<file path="src/rtl/dmem_access_unit_if.sv">
// ---------------------------------------------------------------------------
// dmem_access_unit_if
//   Bundles the pipeline-side request/response signals and the word-wide
//   data-memory bus used by dmem_access_unit.
//
//   Pipeline side : req_read, req_write, acc_mode, addr, wdata  -> unit
//                   rdata, stall, misalign, bus_err             <- unit
//   Memory side   : mem_req, mem_we, mem_addr, mem_be, mem_wdata <- unit
//                   mem_rdata, mem_ack                           -> unit
//
//   Modports:
//     slave  - the access unit itself
//     master - whoever drives the pipeline request and models the memory
// ---------------------------------------------------------------------------
interface dmem_access_unit_if;
  logic        req_read;
  logic        req_write;
  logic [2:0]  acc_mode;
  logic [31:0] addr;
  logic [31:0] wdata;
  logic [31:0] rdata;
  logic        stall;
  logic        misalign;
  logic        bus_err;
  logic        mem_req;
  logic        mem_we;
  logic [29:0] mem_addr;
  logic [3:0]  mem_be;
  logic [31:0] mem_wdata;
  logic [31:0] mem_rdata;
  logic        mem_ack;

  modport slave (
    input  req_read, req_write, acc_mode, addr, wdata, mem_rdata, mem_ack,
    output rdata, stall, misalign, bus_err,
           mem_req, mem_we, mem_addr, mem_be, mem_wdata
  );

  modport master (
    output req_read, req_write, acc_mode, addr, wdata, mem_rdata, mem_ack,
    input  rdata, stall, misalign, bus_err,
           mem_req, mem_we, mem_addr, mem_be, mem_wdata
  );
endinterface

</file>
<file path="src/rtl/dmem_access_unit.sv">
// ---------------------------------------------------------------------------
// dmem_access_unit
//   MEM-stage data-memory responder. Takes the EX/MEM load/store request,
//   runs one req/ack transaction on the word-wide memory bus, formats load
//   data (byte/halfword select, sign/zero extension) and holds the pipeline
//   with a combinational stall until the access is finished.
//
//   Ports:
//     clk    - system clock
//     reset  - synchronous, active-high reset
//     bus    - dmem_access_unit_if.slave (request, result, status, memory bus)
//
//   Parameter:
//     TIMEOUT_CYCLES - REQ cycles without mem_ack before the access is aborted
//
//   Build option:
//     DMEM_TIMEOUT_EN - when defined, a REQ that sees no ack for
//                       TIMEOUT_CYCLES cycles is aborted and bus_err pulses;
//                       when undefined, REQ waits indefinitely and bus_err
//                       is tied low.
// ---------------------------------------------------------------------------
module dmem_access_unit #(
  parameter int TIMEOUT_CYCLES = 16
) (
  input  logic               clk,
  input  logic               reset,
  dmem_access_unit_if.slave  bus
);

  typedef enum logic [1:0] {
    IDLE,
    REQ,
    DONE
  } state_e;

  state_e      state_q, state_d;
  logic        memReq_q, memReq_d;
  logic        memWe_q, memWe_d;
  logic [29:0] memAddr_q, memAddr_d;
  logic [3:0]  memBe_q, memBe_d;
  logic [31:0] memWdata_q, memWdata_d;
  logic [2:0]  accMode_q, accMode_d;
  logic [1:0]  offset_q, offset_d;
  logic [31:0] rdata_q, rdata_d;
  logic        misalign_q, misalign_d;
  logic        busErr_q, busErr_d;
  logic        stall;
  logic        reqValid;
  logic        reqLegal;

`ifdef DMEM_TIMEOUT_EN
  logic [31:0] waitCnt_q, waitCnt_d;
`endif

  // Word needs a 4-byte aligned address, half a 2-byte aligned one, bytes
  // are always aligned; modes 5-7 are never legal.
  function automatic logic isLegal(input logic [2:0] mode, input logic [1:0] off);
    case (mode)
      3'd0:       isLegal = (off == 2'b00);
      3'd1, 3'd2: isLegal = ~off[0];
      3'd3, 3'd4: isLegal = 1'b1;
      default:    isLegal = 1'b0;
    endcase
  endfunction

  // Little-endian lane enables: bit0 is the byte at offset 0.
  function automatic logic [3:0] byteEnables(input logic [2:0] mode, input logic [1:0] off);
    case (mode)
      3'd0:       byteEnables = 4'b1111;
      3'd1, 3'd2: byteEnables = off[1] ? 4'b1100 : 4'b0011;
      default:    byteEnables = 4'b0001 << off;
    endcase
  endfunction

  // Narrow stores are replicated into every lane so the enabled lane always
  // carries the right bytes regardless of offset.
  function automatic logic [31:0] storeLanes(input logic [2:0] mode, input logic [31:0] data);
    case (mode)
      3'd0:       storeLanes = data;
      3'd1, 3'd2: storeLanes = {2{data[15:0]}};
      default:    storeLanes = {4{data[7:0]}};
    endcase
  endfunction

  function automatic logic [31:0] formatLoad(input logic [2:0] mode, input logic [1:0] off,
                                             input logic [31:0] raw);
    logic [15:0] half;
    logic [7:0]  byteSel;
    half = off[1] ? raw[31:16] : raw[15:0];
    case (off)
      2'd0:    byteSel = raw[7:0];
      2'd1:    byteSel = raw[15:8];
      2'd2:    byteSel = raw[23:16];
      default: byteSel = raw[31:24];
    endcase
    case (mode)
      3'd1:    formatLoad = {{16{half[15]}}, half};
      3'd2:    formatLoad = {16'h0000, half};
      3'd3:    formatLoad = {{24{byteSel[7]}}, byteSel};
      3'd4:    formatLoad = {24'h000000, byteSel};
      default: formatLoad = raw;
    endcase
  endfunction

  assign reqValid = bus.req_read | bus.req_write;
  assign reqLegal = isLegal(bus.acc_mode, bus.addr[1:0]);

  // Next-state and output logic. Every registered value holds by default;
  // stall is raised when a legal request is accepted and throughout REQ,
  // released in DONE so the pipeline advances on that edge, and forced low
  // during reset.
  always_comb begin
    state_d    = state_q;
    memReq_d   = memReq_q;
    memWe_d    = memWe_q;
    memAddr_d  = memAddr_q;
    memBe_d    = memBe_q;
    memWdata_d = memWdata_q;
    accMode_d  = accMode_q;
    offset_d   = offset_q;
    rdata_d    = rdata_q;
    misalign_d = 1'b0;
    busErr_d   = 1'b0;
    stall      = 1'b0;
`ifdef DMEM_TIMEOUT_EN
    waitCnt_d  = waitCnt_q;
`endif

    case (state_q)
      IDLE: begin
        if (reqValid) begin
          if (reqLegal) begin
            stall      = 1'b1;
            memReq_d   = 1'b1;
            memWe_d    = bus.req_write;
            memAddr_d  = bus.addr[31:2];
            memBe_d    = byteEnables(bus.acc_mode, bus.addr[1:0]);
            memWdata_d = storeLanes(bus.acc_mode, bus.wdata);
            accMode_d  = bus.acc_mode;
            offset_d   = bus.addr[1:0];
            state_d    = REQ;
`ifdef DMEM_TIMEOUT_EN
            waitCnt_d  = 32'd0;
`endif
          end else begin
            misalign_d = 1'b1;
          end
        end
      end

      REQ: begin
        stall = 1'b1;
        if (bus.mem_ack) begin
          memReq_d = 1'b0;
          state_d  = DONE;
          if (!memWe_q) begin
            rdata_d = formatLoad(accMode_q, offset_q, bus.mem_rdata);
          end
`ifdef DMEM_TIMEOUT_EN
        end else if (waitCnt_q == 32'(TIMEOUT_CYCLES - 1)) begin
          memReq_d = 1'b0;
          busErr_d = 1'b1;
          state_d  = DONE;
        end else begin
          waitCnt_d = waitCnt_q + 32'd1;
`endif
        end
      end

      DONE: begin
        state_d = IDLE;
      end

      default: begin
        state_d  = IDLE;
        memReq_d = 1'b0;
      end
    endcase

    if (reset) begin
      stall = 1'b0;
    end
  end

  // State and output registers; reset clears everything, which also drops
  // an in-flight mem_req and discards any ack that arrives afterwards.
  always_ff @(posedge clk) begin
    if (reset) begin
      state_q    <= IDLE;
      memReq_q   <= 1'b0;
      memWe_q    <= 1'b0;
      memAddr_q  <= 30'd0;
      memBe_q    <= 4'd0;
      memWdata_q <= 32'd0;
      accMode_q  <= 3'd0;
      offset_q   <= 2'd0;
      rdata_q    <= 32'd0;
      misalign_q <= 1'b0;
      busErr_q   <= 1'b0;
`ifdef DMEM_TIMEOUT_EN
      waitCnt_q  <= 32'd0;
`endif
    end else begin
      state_q    <= state_d;
      memReq_q   <= memReq_d;
      memWe_q    <= memWe_d;
      memAddr_q  <= memAddr_d;
      memBe_q    <= memBe_d;
      memWdata_q <= memWdata_d;
      accMode_q  <= accMode_d;
      offset_q   <= offset_d;
      rdata_q    <= rdata_d;
      misalign_q <= misalign_d;
      busErr_q   <= busErr_d;
`ifdef DMEM_TIMEOUT_EN
      waitCnt_q  <= waitCnt_d;
`endif
    end
  end

`ifdef DMEM_TIMEOUT_EN
  assign bus.bus_err = busErr_q;
`else
  // The timeout parameter and the error register only matter when the
  // timeout is built in; keep them referenced so the default build is clean.
  logic unusedTimeout;
  assign unusedTimeout = (|TIMEOUT_CYCLES) ^ busErr_q;
  assign bus.bus_err   = 1'b0;
`endif

  assign bus.rdata     = rdata_q;
  assign bus.stall     = stall;
  assign bus.misalign  = misalign_q;
  assign bus.mem_req   = memReq_q;
  assign bus.mem_we    = memWe_q;
  assign bus.mem_addr  = memAddr_q;
  assign bus.mem_be    = memBe_q;
  assign bus.mem_wdata = memWdata_q;

endmodule

</file>
<file path="src/flat_wrapper.sv">
// flat-port wrapper written by rule: the top's interface ports become plain ports
module dmem_access_unit_flat 
#(
  parameter int TIMEOUT_CYCLES = 16
)
  (clk, reset, bus_req_read, bus_req_write, bus_acc_mode, bus_addr, bus_wdata, bus_mem_rdata, bus_mem_ack, bus_rdata, bus_stall, bus_misalign, bus_bus_err, bus_mem_req, bus_mem_we, bus_mem_addr, bus_mem_be, bus_mem_wdata);
  dmem_access_unit_if bus_i ();
  input  logic clk;
  input  logic reset;
  input wire logic [$bits(bus_i.req_read)-1:0] bus_req_read;
  input wire logic [$bits(bus_i.req_write)-1:0] bus_req_write;
  input wire logic [$bits(bus_i.acc_mode)-1:0] bus_acc_mode;
  input wire logic [$bits(bus_i.addr)-1:0] bus_addr;
  input wire logic [$bits(bus_i.wdata)-1:0] bus_wdata;
  input wire logic [$bits(bus_i.mem_rdata)-1:0] bus_mem_rdata;
  input wire logic [$bits(bus_i.mem_ack)-1:0] bus_mem_ack;
  output wire logic [$bits(bus_i.rdata)-1:0] bus_rdata;
  output wire logic [$bits(bus_i.stall)-1:0] bus_stall;
  output wire logic [$bits(bus_i.misalign)-1:0] bus_misalign;
  output wire logic [$bits(bus_i.bus_err)-1:0] bus_bus_err;
  output wire logic [$bits(bus_i.mem_req)-1:0] bus_mem_req;
  output wire logic [$bits(bus_i.mem_we)-1:0] bus_mem_we;
  output wire logic [$bits(bus_i.mem_addr)-1:0] bus_mem_addr;
  output wire logic [$bits(bus_i.mem_be)-1:0] bus_mem_be;
  output wire logic [$bits(bus_i.mem_wdata)-1:0] bus_mem_wdata;
  assign bus_i.req_read = bus_req_read;
  assign bus_i.req_write = bus_req_write;
  assign bus_i.acc_mode = bus_acc_mode;
  assign bus_i.addr = bus_addr;
  assign bus_i.wdata = bus_wdata;
  assign bus_i.mem_rdata = bus_mem_rdata;
  assign bus_i.mem_ack = bus_mem_ack;
  assign bus_rdata = bus_i.rdata;
  assign bus_stall = bus_i.stall;
  assign bus_misalign = bus_i.misalign;
  assign bus_bus_err = bus_i.bus_err;
  assign bus_mem_req = bus_i.mem_req;
  assign bus_mem_we = bus_i.mem_we;
  assign bus_mem_addr = bus_i.mem_addr;
  assign bus_mem_be = bus_i.mem_be;
  assign bus_mem_wdata = bus_i.mem_wdata;
  dmem_access_unit #(.TIMEOUT_CYCLES(TIMEOUT_CYCLES)) u_core (.clk(clk), .reset(reset), .bus(bus_i));
endmodule
</file>
<file path="config.mk">
export PLATFORM = sky130hd
export DESIGN_NAME = dmem_access_unit_flat
export DESIGN_NICKNAME = d
export VERILOG_FILES = /design/src/rtl/dmem_access_unit_if.sv /design/src/rtl/dmem_access_unit.sv /design/src/flat_wrapper.sv
export SDC_FILE = /design/constraint.sdc
export NUM_CORES = 1
export LEC_CHECK = 0
export CORE_MARGIN = 5
export CORE_UTILIZATION = 42
export CTS_BUF_LIST = sky130_fd_sc_hd__clkbuf_4 sky130_fd_sc_hd__clkbuf_8
export DETAILED_ROUTE_END_ITERATION = 8
export PLACE_DENSITY = 0.88
export SLEW_MARGIN = 10
export SYNTH_ARGS = -nofsm -noshare
export SYNTH_HDL_FRONTEND = slang
export SYNTH_SLANG_ARGS = --single-unit
</file>
<file path="constraint.sdc">
create_clock -name clk -period 1.8 [get_ports clk]
set_input_delay 0.27 -clock clk [delete_from_list [all_inputs] [get_ports clk]]
set_output_delay 0.27 -clock clk [all_outputs]
set_load 0.1 [all_outputs]
</file>
# After elaboration in Yosys (flattened, before gate mapping)
# Index checks and enable logic that the tools add are counted.
[word_totals] register_bits=108 ram_bits=0 output_inout_bits=103 memories=0 latch_bits=0 mem_bits_ro=0 input_bits=104
[op_classes] reduce_logical=11 order_cmp=0 addsub=0 n_shift=1 eq_ne=15 multipliers=0 n_bitwise=6 n_div=0 mux=20
[ops] operator="case mux 32 bit (4 select lines)" n=1
[ops] operator="case mux 32 bit (2 select lines)" n=1
[ops] operator="case mux 8 bit (3 select lines)" n=1
[ops] operator="2-to-1 mux 16 bit" n=1
[ops] operator="== test 3 x 2 -> 1 bit, second input constant" n=4
[ops] operator="AND reduction 3 bit" n=3
[ops] operator="case mux 4 bit (2 select lines)" n=1
[ops] operator="2-to-1 mux 1 bit" n=7
[ops] operator="== test 3 x 1 -> 1 bit, second input constant" n=2
[ops] operator="== test 3 bit, second input constant" n=2
[ops] operator="zero test 2 bit" n=3
[ops] operator="2-to-1 mux 2 bit" n=3
[ops] operator="case mux 1 bit (3 select lines)" n=2
[ops] operator="NOT 1 bit" n=5
[ops] operator="== test 2 x 1 -> 1 bit, second input constant" n=2
[ops] operator="== test 2 bit, second input constant" n=2
[ops] operator="2-to-1 mux 4 bit" n=1
[ops] operator="!= test 2 x 1 -> 1 bit, second input constant" n=2
[ops] operator="case mux 2 bit (2 select lines)" n=1
[ops] operator="AND reduction 4 bit" n=1
[ops] operator="OR reduction 2 bit" n=2
[ops] operator="left shift 1 x 2 -> 4 bit, first input constant" n=1
[ops] operator="zero test 3 bit" n=1
[ops] operator="OR reduction 3 bit" n=1
[ops] operator="other kinds (3)" n=3

# Depth between registers and ports, before layout
# Gate-level depths: netlist (run 1).
[logic_depth] depth_word=7 mapped_depth=8 mapped_depth_nobuf=4

# Least setup slack after synthesis (run 1)
# No wires, ideal clock.
[synth_path] kind="input port to output port" startpoint="input bus_addr[1]" endpoint="output bus_stall" cell_stages=7 t_arrival_ps=1937 required_ps=1530 path_slack_ps=-407 path_buffers=3 cell_sequence="buf_1 nor2b_1 o21ba_1 buf_6 buf_4 nor3_1 o21a_1"
[synth_between] elab_chain_cells=6
[synth_rtl] element="start, declared" line_no="flat_wrapper.sv:13" source="input wire logic [$bits(bus_i.addr)-1:0] bus_addr;"
[synth_rtl] element="zero test 2 bit" line_no="dmem_access_unit.sv:59" source="3'd0: isLegal = (off == 2'b00);"
[synth_rtl] element="case mux 1 bit (3 select lines)" line_no="dmem_access_unit.sv:58" source="case (mode)"
[synth_rtl] element="2-to-1 mux 1 bit" line_no="dmem_access_unit.sv:132" source="if (reqLegal) begin"
[synth_rtl] element="2-to-1 mux 1 bit" line_no="dmem_access_unit.sv:131" source="if (reqValid) begin"
[synth_rtl] element="case mux 1 bit (2 select lines)" line_no="dmem_access_unit.sv:129" source="case (state_q)"
[synth_rtl] element="2-to-1 mux 1 bit" line_no="dmem_access_unit.sv:180" source="if (reset) begin"
[synth_rtl] element="end, declared" line_no="flat_wrapper.sv:18" source="output wire logic [$bits(bus_i.stall)-1:0] bus_stall;"
# No other way between the ends.

# Final worst setup path (run 1)
[layout_path] startpoint="register u_core.offset_q[0]" endpoint="register u_core.rdata_q[12], in the netlist u_core.bus.rdata[12]"
[layout_between] elab_chain_cells=3
[layout_rtl] element="start, declared" line_no="dmem_access_unit.sv:43" source="logic [1:0] offset_q, offset_d;"
[layout_rtl] element="start signal, assigned" line_no="dmem_access_unit.sv:211" source="offset_q <= offset_d;"
[layout_rtl] element="== test 2 bit (tied with other cells)" line_no="dmem_access_unit.sv:90" source="case (off)"
[layout_rtl] element="case mux 8 bit (3 select lines) *" line_no="dmem_access_unit.sv:90"
[layout_rtl] element="case mux 32 bit (4 select lines) *" line_no="dmem_access_unit.sv:96" source="case (mode)"
[layout_rtl] element="end signal, assigned" line_no="dmem_access_unit.sv:212" source="rdata_q <= rdata_d;"
[layout_rtl] element="end, declared" line_no="dmem_access_unit.sv:44" source="logic [31:0] rdata_q, rdata_d;"
# Every way passes the cells marked *; elsewhere a longest branch is shown, timed or not.
# A chain may end at the register's enable or synchronous reset.

==> impl_metrics.json, run 1 <==
{
  "outcome": "complete, no violations",
  "synth_nets": 730,
  "reg2reg_slack_ns": 0.05,
  "crit_family": "multiplexers",
  "cp.arrival_ns": 2.02,
  "slew_viol_final": 0,
  "maxCapViolCount": 0,
  "path_max_fanout": 5,
  "p_total_mw": 7.30,
  "rows": 42,
  "drive_gt1_frac": 0.293,
  "avgSynthCellArea_um2": 8.84,
  "worstPathCellList": "mux4_2 > a311oi_4 > o21a_1 > nor3_1",
  "hold_buffers": 0,
  "antenna_cells": 0,
  "synth-edff-count": 0,
  "seq_area_frac_synth": 0.391,
  "grt_overflow_total": 0,
  "die-area_um2": 15600,
  "finalHoldViolations": 0,
  "worst-setup-path-type": "register to register",
  "root_buffer": "clkbuf_8",
  "numCtsBuffers": 9,
  "r2r-start": "u_core.offset_q[0]",
  "fin_crit_ns": 1.75,
  "core-area_um2": 13100,
  "clk_pin_slew_ns": 0.10,
  "synth_area_um2": 5540,
  "syn_to_final_growth_pct": 50.9,
  "ios": 207,
  "critPathLaunch": "u_core.offset_q[0]",
  "relSlewSlack": 0.562,
  "skew_ns": 0.0134,
  "ys_warn_count": 0,
  "ir_drop_v": 0.000567,
  "period_share": 0.973,
  "die_h_um": 125,
  "gp_congestion": 0.940,
  "synth_ff_type": "dfxtp_1",
  "synth-seq-cells": 108,
  "power_density_nw_per_um2": 874,
  "yosys.area.top_type_share": 0.391,
  "hold_class": "primary input to register",
  "yosys-top-cells-area": "dfxtp_1 39%, a21oi_1 7.8%, o31ai_1 6.0%",
  "tightestPinTransition_ns": 0.656,
  "async_flop_share": 0,
  "initial_core_util": 0.423,
  "grt_use_total": 0.253,
  "min_from": "reset",
  "ys_types": 56,
  "required_ns": 2.07,
  "insertion_delay_ns": 0.39,
  "ant_nets": 0,
  "drc": 0,
  "syn_inst": 626,
  "dp_hpwl_um": 14900,
  "grt_pass1_vias": 6020,
  "leakage_nw": 3.37,
  "grt_pass1_wl_um": 32500,
  "cp-end-kind": "register",
  "grt_max_degree": 56,
  "drt_pass1_iterations": 7,
  "antenna_found_initial": 0,
  "die_w_um": 125,
  "cts_tree": "yes",
  "worst_path_max_delay_cell": "mux4_2",
  "fin_setup_tns_ns": 0,
  "ctsLongestPathBuffers": 2,
  "viasPerCell": 6.10,
  "worst_path_largest_cell_delay_ns": 0.60,
  "vias": 6294,
  "cts.sinks": 108,
  "yosys.area.top_type": "dfxtp_1",
  "drt_iter0_drc": 787,
  "finalSetupViolCount": 0,
  "portBuffers": 205,
  "htree_num_levels": 3,
  "max_freq_mhz": 571,
  "final_nets": 955,
  "totalWireLength_um": 20500,
  "wl_per_cell_um": 19.9,
  "num-fill-cells": 1066,
  "path_buf_inv": 0,
  "critPathLaunchType": "register"
}
## layer usage
layer | share of wire | up-vias | global-route usage
li1 | - | 2862 | -
met1 | 0.39 | 2984 | 0.318
met2 | 0.47 | 391 | 0.409
met3 | 0.10 | 57 | 0.0660
met4 | 0.034 | 0 | 0.111
met5 | 0 | - | 0
## report_power, final
group	leakage (nW)	internal [mW]	total (mW)	switching, mW
Sequential	0.885	2.58	2.70	0.127
Combinational	2.40	1.01	3.17	2.17
Clock	0.0909	0.542	1.42	0.880
Total	3.37	4.13	7.30	3.17
## final timing paths
kind	endpoint	depth (start not counted)
hold / removal	u_core.bus.mem_we	3
setup reg to reg	u_core.bus.rdata[12]	4
hold reg to reg	u_core.bus.mem_addr[12]	2
setup / recovery	u_core.bus.rdata[12]	4
## layout by cell type, fill, tap and decap left out, types with 8 or more instances in the layout
cell type	Yosys	routed
nor2_1	9	8
clkdlybuf4s50_1	0	97
clkbuf_8	0	9
o31ai_1	44	44
buf_12	0	25
dfxtp_1	108	107
a21oi_1	86	86
nand4_1	44	44
a211oi_2	9	9
nor3_1	15	12
a22o_1	8	8
nand2_1	39	39
a31oi_1	20	20
mux4_2	8	8
a221oi_1	8	8
a211oi_1	8	8
buf_4	7	162
o311ai_0	8	8
mux2i_1	27	27
o21ai_0	52	52
## timing repair
action | CTS | global route
pin swaps | 4 | 1
gates resized for setup | 8 | 2
endpoints found under the hold margin | 0 | 0
setup endpoints to repair | 1 | 1
buffers inserted | 4 | 0
## cell type report
type | instances | area, um2 | share of cell area
Clock buffer | 11 | 139 | 0.0166
Clock inverter | 5 | 35.0 | 0.00419
Inverter | 5 | 18.8 | 0.00225
Multi-Input combinational cell | 437 | 3040 | 0.364
Sequential cell | 108 | 2160 | 0.259
Tap cell | 176 | 220 | 0.0264
Timing Repair Buffer | 290 | 2740 | 0.327
## synthesized netlist by cell type (all sizes together) (3+ instances only)
cell type	number
mux2	5
a221oi	8
buf	37
a311oi	3
mux4	8
clkbuf	39
a31oi	20
nand4	44
inv	5
nor2	10
o31ai	45
o21ai	55
dfxtp	108
o21a	9
nand2	39
o311ai	8
nor3	16
a22o	8
a211oi	17
mux2i	27
nand3	3
a21oi	86
## tightest hold or removal path, cell delays in order
cell     delay [ns]
buf_2          0.12
buf_4          0.19
a21oi_1        0.05
## stage by stage
stage | util | setup slack, ns | area, um2 | hold WS, ns | cells
5_1_grt | 0.639 | -0.00490 | 8360 | 0.276 | 1032
3_5_place_dp | 0.622 | -0.321 | 8130 | 0.463 | 1012
4_1_cts | 0.638 | 0.0254 | 8350 | 0.244 | 1032
3_3_place_gp | 0.622 | -0.242 | 8130 | 0.454 | 1012
6_report | 0.639 | 0.0480 | 8360 | 0.272 | 1032
2_1_floorplan | - | -0.135 | 5540 | 0.404 | 626
## registers in the layout, indices dropped and copies added, names as in the netlist
| name | count |
|---|---|
| u_core.accMode_q | 3 |
| u_core.bus.misalign | 1 |
| u_core.state_q | 2 |
| u_core.bus.mem_be | 4 |
| u_core.offset_q | 2 |
| u_core.bus.mem_we | 1 |
| u_core.bus.mem_addr | 30 |
| u_core.bus.rdata | 32 |
| u_core.bus.mem_wdata | 32 |
| u_core.bus.mem_req | 1 |
## kinds of logic (layout without fill, tap and decap cells)
family,after synthesis,after routing,synth area share
AOI/OAI and AO/OA,270,270,0.322
xor gates and xnor gates,1,1,0.00158
adders and majority gates,1,1,0.00181
buffers and inverters,81,311,0.0698
DFF,108,108,0.391
muxes,40,40,0.0915
other,1,1,0.000677
and+or+nand+nor,124,124,0.122
(Power assumes the default switching activity.)
==> inputs of run 2 (changes only) <==
CORE_UTILIZATION = 40   (was 42)
HOLD_SLACK_MARGIN = 0.15   (was default)
PLACE_DENSITY = 0.84   (was 0.88)
==> run 2 against run 1 <==
Clock skew down 0.00088 ns. Critical path depth grew 2. Largest cell class unchanged. Critical path type is now primary input to output pin. Total power increased by 1.1%. Global-route usage shrank 1.0 points. Combinational power increased by 1%.
==> impl_metrics.json, run 2 (synthesis results as in run 1) <==
{
  "mostFrequentLayoutCells": "161 x buf_4, 105 x dfxtp_1, 97 x clkdlybuf4s50_1",
  "antenna_found_initial": 0,
  "antenna_cells": 0,
  "wirelength_met1_um": 7940,
  "drt_iter0_drc": 622,
  "r2r-start": "u_core.offset_q[0]",
  "ir_drop_v": 0.000620,
  "die_w_um": 128,
  "grt_pass1_vias": 6169,
  "path_max_fanout": 2,
  "insertion_delay_ns": 0.39,
  "final_cells": 1041,
  "min_from": "bus_addr[12]",
  "worst-setup-path-type": "primary input to output pin",
  "grt_max_degree": 34,
  "outcome": "complete, no violations",
  "final_core_util": 0.618,
  "hold_depth": 3,
  "critPathLaunchType": "primary input",
  "portBuffers": 205,
  "wl_per_cell_um": 19.6,
  "layout_commonest_cell": "buf_4",
  "totalWireLength_um": 20400,
  "drc": 0,
  "ant_nets": 0,
  "routed.top_layer": "met4",
  "worst_path_max_delay_cell": "clkdlybuf4s50_1",
  "rows": 43,
  "tightestPinTransition_ns": 0.541,
  "place_ws_ns": -0.314,
  "viasPerCell": 6.05,
  "core-area_um2": 13700,
  "ios": 207,
  "htree_num_levels": 3,
  "reg2reg_slack_ns": 0.09,
  "skew_ns": 0.0125,
  "maxCapViolCount": 0,
  "rsz0062_at_grt": "false",
  "finalSetupViolCount": 0,
  "grt_pass1_wl_um": 31900,
  "whs_endpoint": "u_core.bus.mem_addr[10]",
  "dr_wl_met3_um": 2230,
  "vias": 6303,
  "initial_core_util": 0.403,
  "final_nets": 960,
  "leakage_nw": 3.43,
  "dr_wl_met2_um": 9470,
  "gp_congestion": 0.900,
  "worstRegToRegCells": 4,
  "hold_class": "primary input to register",
  "clk_pin_slew_ns": 0.11,
  "worstPathCellList": "clkdlybuf4s50_1 > nor2_1 > buf_4 > nor3_2 > o21a_2 > buf_12",
  "cp.arrival_ns": 1.48,
  "period_share": 0.973,
  "drt_pass1_iterations": 6,
  "dp.cells": 1021,
  "dp_hpwl_um": 14900,
  "fin_ws_ns": 0.0489,
  "ctsLongestPathBuffers": 2,
  "finalHoldViolations": 0,
  "die-area_um2": 16300,
  "numCtsBuffers": 9,
  "worst_path_largest_cell_delay_ns": 0.43,
  "grt_overflow_total": 0,
  "root_buffer": "clkbuf_8",
  "cts.sinks": 108,
  "drive_gt1_frac": 0.301,
  "required_ns": 1.53,
  "grt_use_total": 0.243,
  "cts_tree": "yes",
  "die_h_um": 128,
  "slew_viol_final": 0,
  "rr_endpoint": "u_core.bus.rdata[10]",
  "fin_crit_ns": 1.75,
  "syn_to_final_growth_pct": 53.2,
  "power_density_nw_per_um2": 870,
  "max_freq_mhz": 571,
  "cp-end-kind": "output pin",
  "relSlewSlack": 0.638
}
## run 2: worst max path at each step
stage / from / to / slack (ns) / cells after the start
global placement: bus_mem_rdata[23] / u_core.bus.rdata[11] / -0.25 / 5
detailed placement: bus_mem_rdata[23] / u_core.bus.rdata[12] / -0.31 / 5
global route: bus_acc_mode[1] / bus_stall / 0.01 / 6
CTS: u_core.offset_q[1] / u_core.bus.rdata[1] / 0.01 / 3
finish: bus_req_write / bus_stall / 0.05 / 6
floorplan: bus_acc_mode[2] / bus_stall / -0.13 / 8
## run 2: repair_timing
| item | 4_1_cts | 5_1_grt |
|---|---|---|
| buffers inserted | 3 | 0 |
| setup endpoints to repair | 1 | 15 |
| hold buffers | 1 | 0 |
| resized for setup | 11 | 7 |
| pin swaps | 3 | 1 |
| hold endpoints to repair | 1 | 0 |
## run 2: layout make-up
cell class / count / area [um2]
inverters: 5 / 18.8
multi-input cells: 437 / 3060
fillers: 1140 / 5240
repair buffers: 295 / 2830
clock buffers: 10 / 138
flip-flops and latches: 108 / 2170
clock inverters: 6 / 46.3
well taps: 180 / 225
## run 2: worst max-delay path, delay by kind of cell
family	cells	cell delay, ns
simple gates	2	0.22
buf+inv	3	0.76
compound gates	1	0.24
## run 2: through the flow
step	setup TNS [ns]	cell area (um2)	hold slack (ns)	power, mW
global placement	-16.33	8230	0.455	5.89
CTS	0	8460	0.399	7.40
global route	0	8480	0.403	7.67
floorplan	-0.135	5540	0.404	4.82
detailed placement	-20.88	8230	0.461	5.92
finish	0	8480	0.427	7.38
## run 2: routing by layer
metal / vias to the layer above / track usage
met1: 2984 / 0.301
met5: - / 0
met4: 0 / 0.101
li1: 2883 / -
met2: 375 / 0.394
met3: 61 / 0.0727
## run 2: power by group
part / internal (mW) / leakage (nW) / switching [mW]
Clock: 0.554 / 0.0946 / 0.907
Sequential: 2.58 / 0.885 / 0.137
Combinational: 1.05 / 2.45 / 2.16
